==> src/rtl/spi_pair_master.sv <==
// spi_pair_master: SPI mode-0 master that sends HEADER, ad_1 and ad_2 as three
// MSB-first words, each in its own cs window. Define SPI_MISO_CAPTURE_EN to build miso capture.
module spi_pair_master #(
  parameter int                WORD_W   = 14,
  parameter logic [WORD_W-1:0] HEADER   = 14'h0FFF,
  parameter int                HALF_SCK = 820,
  parameter int                CS_SETUP = 1638,
  parameter int                CS_HOLD  = 1638,
  parameter int                CS_GAP   = 1638
) (
  input  logic              clk,
  input  logic              rst,
  input  logic              start,
  input  logic [WORD_W-1:0] ad_1,
  input  logic [WORD_W-1:0] ad_2,
  input  logic              miso,
  output logic              sck,
  output logic              mosi,
  output logic              cs,
  output logic              busy,
  output logic              done,
  output logic [WORD_W-1:0] rx_word,
  output logic              rx_valid,
  output logic [1:0]        rx_idx
);

  localparam int MAX_A = (HALF_SCK > CS_SETUP) ? HALF_SCK : CS_SETUP;
  localparam int MAX_B = (CS_HOLD > CS_GAP) ? CS_HOLD : CS_GAP;
  localparam int MAX_T = (MAX_A > MAX_B) ? MAX_A : MAX_B;
  localparam int CNT_W = (MAX_T > 1) ? $clog2(MAX_T) : 1;

  // Each phase loads (length - 1) and leaves when the counter reaches zero.
  localparam logic [CNT_W-1:0] LD_HALF  = CNT_W'(HALF_SCK - 1);
  localparam logic [CNT_W-1:0] LD_SETUP = CNT_W'(CS_SETUP - 1);
  localparam logic [CNT_W-1:0] LD_HOLD  = CNT_W'(CS_HOLD - 1);
  localparam logic [CNT_W-1:0] LD_GAP   = CNT_W'(CS_GAP - 1);
  localparam logic [3:0]       BIT_MSB  = 4'(WORD_W - 1);

  typedef enum logic [2:0] {IDLE, SETUP, LOW, HIGH, HOLD, GAP} state_t;

  state_t            state, state_d;
  logic [CNT_W-1:0]  cnt, cnt_d;
  logic [3:0]        bit_idx, bit_d;
  logic [1:0]        word_idx, word_d;
  logic              accept;
  logic [WORD_W-1:0] ad1_q, ad2_q;
  logic [WORD_W-1:0] cur_word;
  logic              cs_d, sck_d, mosi_d, busy_d, done_d;

  // NOTE: sequential state uses non-blocking (<=) so every register samples pre-edge values.
  always_ff @(posedge clk) begin
    if (rst) begin
      state    <= IDLE;
      cnt      <= '0;
      bit_idx  <= '0;
      word_idx <= '0;
    end else begin
      state    <= state_d;
      cnt      <= cnt_d;
      bit_idx  <= bit_d;
      word_idx <= word_d;
    end
  end

  // NOTE: the sample latches need no reset; they are only read after a start has loaded them.
  always_ff @(posedge clk) begin
    if (accept) begin
      ad1_q <= ad_1;
      ad2_q <= ad_2;
    end
  end

  // NOTE: every comb output gets a default first, so no path can infer a latch.
  always_comb begin
    state_d = state;
    cnt_d   = (state == IDLE) ? cnt : cnt - CNT_W'(1);
    bit_d   = bit_idx;
    word_d  = word_idx;
    accept  = 1'b0;
    unique case (state)
      IDLE: begin
        if (start) begin
          accept  = 1'b1;
          state_d = SETUP;
          cnt_d   = LD_SETUP;
          bit_d   = BIT_MSB;
          word_d  = 2'd0;
        end
      end
      SETUP: begin
        if (cnt == '0) begin
          state_d = LOW;
          cnt_d   = LD_HALF;
        end
      end
      LOW: begin
        if (cnt == '0) begin
          state_d = HIGH;
          cnt_d   = LD_HALF;
        end
      end
      HIGH: begin
        if (cnt == '0) begin
          if (bit_idx == 4'd0) begin
            state_d = HOLD;
            cnt_d   = LD_HOLD;
          end else begin
            state_d = LOW;
            cnt_d   = LD_HALF;
            bit_d   = bit_idx - 4'd1;
          end
        end
      end
      HOLD: begin
        if (cnt == '0) begin
          state_d = GAP;
          cnt_d   = LD_GAP;
        end
      end
      GAP: begin
        if (cnt == '0) begin
          if (word_idx == 2'd2) begin
            state_d = IDLE;
          end else begin
            state_d = SETUP;
            cnt_d   = LD_SETUP;
            bit_d   = BIT_MSB;
            word_d  = word_idx + 2'd1;
          end
        end
      end
      default: state_d = IDLE;
    endcase
  end

  // Outputs are decoded from the next state so the registered pins line up with the state.
  always_comb begin
    unique case (word_d)
      2'd0:    cur_word = HEADER;
      2'd1:    cur_word = ad1_q;
      default: cur_word = ad2_q;
    endcase
    cs_d   = 1'b1;
    sck_d  = 1'b0;
    mosi_d = 1'b0;
    busy_d = (state_d != IDLE);
    done_d = (state == GAP) && (state_d == IDLE);
    unique case (state_d)
      SETUP, LOW: begin
        cs_d   = 1'b0;
        mosi_d = cur_word[bit_d];
      end
      HIGH: begin
        cs_d   = 1'b0;
        sck_d  = 1'b1;
        mosi_d = mosi;
      end
      HOLD: begin
        cs_d   = 1'b0;
        mosi_d = mosi;
      end
      default: ;
    endcase
  end

  always_ff @(posedge clk) begin
    if (rst) begin
      cs   <= 1'b1;
      sck  <= 1'b0;
      mosi <= 1'b0;
      busy <= 1'b0;
      done <= 1'b0;
    end else begin
      cs   <= cs_d;
      sck  <= sck_d;
      mosi <= mosi_d;
      busy <= busy_d;
      done <= done_d;
    end
  end

`ifdef SPI_MISO_CAPTURE_EN
  logic [WORD_W-1:0] rx_sh;

  // miso is taken on the clk edge that raises sck; the word is published as cs rises.
  always_ff @(posedge clk) begin
    if (rst) begin
      rx_sh    <= '0;
      rx_word  <= '0;
      rx_valid <= 1'b0;
      rx_idx   <= '0;
    end else begin
      rx_valid <= 1'b0;
      if (state == LOW && state_d == HIGH) begin
        rx_sh <= {rx_sh[WORD_W-2:0], miso};
      end
      if (state == HOLD && state_d == GAP) begin
        rx_valid <= 1'b1;
        rx_word  <= rx_sh;
        rx_idx   <= word_idx;
      end
    end
  end
`else
  logic unused_miso;

  assign unused_miso = miso;
  assign rx_word     = '0;
  assign rx_valid    = 1'b0;
  assign rx_idx      = '0;
`endif

endmodule

==> config.mk <==
export PLATFORM = sky130hd
export DESIGN_NAME = spi_pair_master
export DESIGN_NICKNAME = d
export VERILOG_FILES = /design/src/rtl/spi_pair_master.sv
export SDC_FILE = /design/constraint.sdc
export NUM_CORES = 1
export LEC_CHECK = 0
export CORE_MARGIN = 2
export CORE_UTILIZATION = 57
export CTS_CLUSTER_SIZE = 25
export DETAILED_ROUTE_END_ITERATION = 8
export DONT_BUFFER_PORTS = 1
export GPL_TIMING_DRIVEN = 1
export PLACE_DENSITY = 0.75
export SLEW_MARGIN = 20
export SYNTH_ARGS = -nofsm -noshare
export SYNTH_HDL_FRONTEND = slang
export SYNTH_SLANG_ARGS = --single-unit
==> constraint.sdc <==
create_clock -name clk -period 3.2 [get_ports clk]
set_input_delay 0.64 -clock clk [delete_from_list [all_inputs] [get_ports clk]]
set_output_delay 0.64 -clock clk [all_outputs]
set_load 0.05 [all_outputs]
==> out/qor.txt, run 1 <==
Status -> finished clean
Cell count of the worst hold path -> 1
CP cell instances -> inv_1 > ha_2 > nor4b_4 > nand4_1 > or3b_1 > and4_1 > a2111oi_2 > a311o_1 > o2111ai_1 > nor4_2 > a311oi_1
Crit share post-route -> 0.920
Most frequent cells in the layout -> nor2_1, edfxtp_1, dfxtp_1
Core Region -> 4690 um^2
CTS clock-pin slew for the worst setup and hold paths -> 0.10 ns
H-Tree Depth -> 2
Root Driver -> clkbuf_8
Fin nets -> 311
Via count -> 1948
Layout Skew -> 0.0114 ns
Post-synth top area share -> 0.305
Post-Synthesis Cells -> 270
Worst Hold Class -> in -> reg
Yosys warning count -> 0
Grt total ovfl -> 0
Required @ worst endpoint -> 3.40 ns
CP top delay family -> simple AND/OR/NAND/NOR gates
CTS tree -> done
Antenna diodes -> 0
Largest net degree at the start of global routing -> 29
I/O Pins -> 54
Worst-path fanout max -> 6
Routability congestion estimate -> 0.852
Clock tree buffer depth -> 2
Gr usage total -> 0.198
Die Y -> 73.6 um
Crit path time final -> 2.94 ns
Placed Cells -> 320
Area growth syn-to-layout -> 6.17%
Share of cells above drive strength 1 -> 0.138
Setup Total Neg Slack -> 0 ns
PwrDens -> 582 nW/um^2
IO Port Bufs -> 0
Yosys cell types -> 61
Hold Violations, Final -> 0
P_leak -> 1.04 nW
# clock sinks -> 53
Final setup fails -> 0
Worst Max-Slew Pin Slew -> 0.578 ns
Dominant cell type by area after synthesis -> edfxtp_1
Vias in the first global route -> 1850
Average via count per standard cell -> 5.90
Slew Viols, Final -> 0
Antenna violations before repair -> 0
Ys flop type -> edfxtp_1
# rows -> 25
Initial DRT Pass Iterations -> 4
Largest stage delay on the critical path -> 0.45 ns
Post-Layout Cell Count -> 330
Drt total wl -> 4920 um
Max_slew headroom -> 0.614
DRT iter0 DRCs -> 149
Stages on worst setup path -> 11
Die X-Extent -> 73.6 um
Netlist Area Pre-Place -> 2760 um^2
Worst reg-to-reg setup slack -> 0.26 ns
Top cells by area, synth -> edfxtp_1, dfxtp_1, buf_4
Die area -> 5410 um^2
# Max-Cap Violations -> 0
Post-synthesis sequential area ratio -> 0.486
Worst vdd ir -> 389 uV
Avg Inst Size Synth -> 10.2 um^2
Crit end category -> register
Slowest-stage cell, CP -> or3b_1
WP buf/inv -> 1
Starting Density -> 0.588
CP Class -> reg -> reg
DP Wirelength -> 3590 um
Critical Path Start Type -> register
EDFF count, synth -> 28
Worst skew pair latency -> 0.31 ns
FF+latch count, synth -> 53
# DRC -> 0
Max Fclk -> 0.340 GHz
Wire per inst -> 14.9 um
Worst EP arrival -> 3.14 ns
First-pass GRT wire length -> 8270 um
Commonest non-fill, non-tap cell in the layout -> nor2_1
Routed Antenna Nets -> 0
R2r worst-path depth -> 11
Async SR Flop Fraction -> 0
Inserted Clock Buffers -> 5
-- kinds of logic (layout without fill, tap and decap cells) --
group                    after synthesis  in the layout  share of synthesized area
other                                  1             17                    0.00136
multiplexers                          10             10                     0.0381
buffers and inverters                 38             28                     0.0780
AO/OA/AOI/OAI                         57             57                      0.144
XOR/XNOR                              11             11                     0.0349
adder cells (fa/ha/maj)                4              4                     0.0181
AND/OR/NAND/NOR                       96             96                      0.199
flip-flops                            53             53                      0.486
-- final cells by class --
class,instances,area (um^2)
Multi-Input combinational cell,195,1310
Sequential cell,53,1340
Timing Repair Buffer,11,86.3
Fill cell,393,1760
Clock inverter,3,25.0
Tap cell,54,67.6
Inverter,9,33.8
Clock buffer,5,68.8
-- cell usage after synthesis (all sizes together) (2+ instances only) --
cell / n
a2111oi: 2
a211oi: 3
a21oi: 14
a31oi: 4
and2: 3
and3: 5
buf: 19
clkbuf: 10
dfxtp: 25
edfxtp: 28
ha: 4
inv: 9
mux2: 4
mux2i: 6
nand2: 14
nand2b: 5
nand3: 10
nand4: 2
nor2: 29
nor2b: 2
nor3: 6
nor3b: 5
nor4: 4
nor4b: 4
o2111ai: 2
o21a: 2
o21ai: 8
o221ai: 3
o22ai: 3
o31ai: 3
or3: 3
xnor2: 9
xor2: 2
-- final timing paths --
kind / from / endpoint
max reg2reg: cnt[0] / mosi
min: rst / cnt[2]
min reg2reg: cnt[1] / cnt[1]
max: cnt[0] / mosi
-- flip-flops by register name, summed over array words and instances, names as in the netlist, 2 cells and up --
register  flops
cnt          11
word_idx      2
state         3
ad1_q        14
bit_idx       4
ad2_q        14
-- where the power goes --
part | leakage, nW | internal [W] | switching, W
sequential | 0.472 | 0.000796 | 0.0000820
clock | 0.0452 | 0.000159 | 0.000221
combinational | 0.521 | 0.000179 | 0.000266
-- metal layers --
layer	routed length [um]	vias to the layer above	track usage	part of all wire
li1	-	978	-	-
met1	2200	907	0.262	0.45
met2	2420	54	0.316	0.49
met3	229	9	0.0453	0.047
met4	79	0	0.0747	0.016
met5	0	-	0	0
-- through the flow --
stage | hold slack [ns] | total power [W] | setup WS, ns | utilization | cell area, um^2
CTS | 0.377 | 0.00170 | 0.158 | 0.611 | 2870
finish | 0.383 | 0.00170 | 0.255 | 0.624 | 2930
global placement | 0.526 | 0.00131 | 0.250 | 0.591 | 2770
global route | 0.370 | 0.00180 | -0.0114 | 0.624 | 2930
detailed placement | 0.541 | 0.00132 | 0.171 | 0.591 | 2770
floorplan | 0.496 | 0.00125 | 0.142 | - | 2820
-- what timing repair did --
item	in CTS	in global routing
setup buffers	0	2
setup endpoints to repair	0	1
resized for setup	0	10
hold buffers	0	0
Note: power is estimated with default switching activity, not from simulation.
==> inputs of run 2 (changes only) <==
--- a/config.mk
+++ b/config.mk
@@ -6,12 +6,13 @@
 export NUM_CORES = 1
 export LEC_CHECK = 0
 export CORE_MARGIN = 2
-export CORE_UTILIZATION = 57
+export CORE_UTILIZATION = 59
+export CTS_BUF_LIST = sky130_fd_sc_hd__clkbuf_4 sky130_fd_sc_hd__clkbuf_8
 export CTS_CLUSTER_SIZE = 25
 export DETAILED_ROUTE_END_ITERATION = 8
 export DONT_BUFFER_PORTS = 1
 export GPL_TIMING_DRIVEN = 1
-export PLACE_DENSITY = 0.75
+export PLACE_DENSITY = 0.78
 export SLEW_MARGIN = 20
 export SYNTH_ARGS = -nofsm -noshare
 export SYNTH_HDL_FRONTEND = slang
==> out/qor.txt, run 2 (synthesis results as in run 1) <==
Status -> finished clean
Worst Max-Slew Pin Slew -> 0.591 ns
Antenna violations before repair -> 0
Worst vdd ir -> 430 uV
Max Fclk -> 0.328 GHz
Area of the multi-input gates -> 1260 um^2
Placed Cells -> 319
Worst-path fanout max -> 8
Area growth syn-to-layout -> 4.49%
Die Y -> 72.4 um
Grt total ovfl -> 0
Crit end category -> register
Required @ worst endpoint -> 3.40 ns
Vias in the first global route -> 1904
Initial DRT Pass Iterations -> 4
Max_slew headroom -> 0.602
Worst EP arrival -> 3.25 ns
Worst skew pair latency -> 0.32 ns
Die area -> 5240 um^2
I/O Pins -> 54
RSZ-0062 raised after global routing -> false
CTS tree -> done
Drt total wl -> 5170 um
CP Class -> reg -> reg
Largest net degree at the start of global routing -> 22
Antenna diodes -> 0
Share of cells above drive strength 1 -> 0.109
Clock tree buffer depth -> 2
Worst Hold Class -> in -> reg
Routability congestion estimate -> 0.876
Post-Layout Cell Count -> 328
Root Driver -> clkbuf_8
Inserted Clock Buffers -> 5
Layout Skew -> 0.00536 ns
PwrDens -> 592 nW/um^2
Critical Path Start Type -> register
Largest registers -> ad1_q (14), ad2_q (14), cnt (11)
Gr usage total -> 0.219
Core Region -> 4410 um^2
Filler cells -> 357
Wire per inst -> 15.8 um
# DRC -> 0
Slew Viols, Final -> 0
RR Endpoint -> mosi
Crit share post-route -> 0.954
Critical Path Sink -> mosi
DP Wirelength -> 3700 um
Pwr Total -> 0.00171 W
R2r worst-path depth -> 12
CTS clock-pin slew for the worst setup and hold paths -> 0.10 ns
Hold-fix buffers, CTS -> 0
# rows -> 24
Crit path time final -> 3.05 ns
Via count -> 2035
Setup Total Neg Slack -> 0 ns
Routed Antenna Nets -> 0
Reg area -> 1340 um^2
Reg2reg start -> cnt[0]
Die X-Extent -> 72.4 um
CP Launch Point -> cnt[0]
Average via count per standard cell -> 6.20
Hold Violations, Final -> 0
P_leak -> 1.03 nW
Most frequent cells in the layout -> nor2_1, edfxtp_1, dfxtp_1
Fin nets -> 311
IO Port Bufs -> 0
Starting Density -> 0.625
Final setup fails -> 0
Worst reg-to-reg setup slack -> 0.15 ns
Commonest non-fill, non-tap cell in the layout -> nor2_1
# clock sinks -> 53
# Max-Cap Violations -> 0
H-Tree Depth -> 2
DRT iter0 DRCs -> 233
First-pass GRT wire length -> 8720 um
run 2: cell count changes in the layout (fill, tap and decap cells not counted), sizes merged:
cell | previous run | this run
clkinv | 0 | 2
clkinvlp | 1 | 0
inv | 11 | 10
run 2: how the worst min path moves through the flow:
stage,from,to,depth (start not counted)
floorplan,cnt[1],cnt[1],2
global placement,cnt[1],cnt[1],2
detailed placement,cnt[1],cnt[1],2
CTS,rst,cnt[2],1
global route,rst,state[2],1
finish,rst,cnt[2],1
run 2: repair_timing:
item	in CTS	in global routing
setup buffers	0	1
gates resized for setup	0	2
endpoints found under the hold margin	0	0
endpoints found under the setup margin	0	1
run 2: worst max-delay path: stages (launching register included):
cell and delay, ns:
dfxtp_1 0.32, inv_1 0.09, ha_1 0.21, nor4b_4 0.32, nand3_2 0.14, or4_4 0.56
nand3_2 0.14, buf_6 0.17, mux2_1 0.33, o22ai_1 0.17, nor2_1 0.06, nor4_1 0.32
a311oi_1 0.09
run 2: layer usage:
layer / track usage / vias up / wire [um]
met5: 0 / - / 0
met4: 0.0797 / 0 / 98
met3: 0.0792 / 11 / 362
met2: 0.352 / 95 / 2550
met1: 0.273 / 955 / 2150
li1: - / 974 / -
run 2: report_power, final:
| part | switching, W | internal, W |
|---|---|---|
| sequential | 0.0000830 | 0.000796 |
| combinational | 0.000268 | 0.000176 |
| clock | 0.000228 | 0.000156 |
run 2: final cells by class:
| cell class | count | share of cell area |
|---|---|---|
| sequential | 53 | 0.465 |
| multi-input combinational | 195 | 0.439 |
| timing repair buffer | 11 | 0.0300 |
| clock buffer | 5 | 0.0239 |
| tap | 52 | 0.0226 |
| inverter | 9 | 0.0117 |
| clock inverter | 3 | 0.00738 |
run 2: stage by stage:
step                      worst slack, ns  area [um^2]  hold slack (ns)   util
after global routing           0.00000200         2880            0.348  0.653
final                               0.147         2880            0.377  0.653
after global placement              0.209         2780            0.519  0.629
after floorplan                     0.142         2820            0.496      -
after CTS                          0.0982         2870            0.374  0.649
after detailed placement            0.136         2780            0.543  0.629
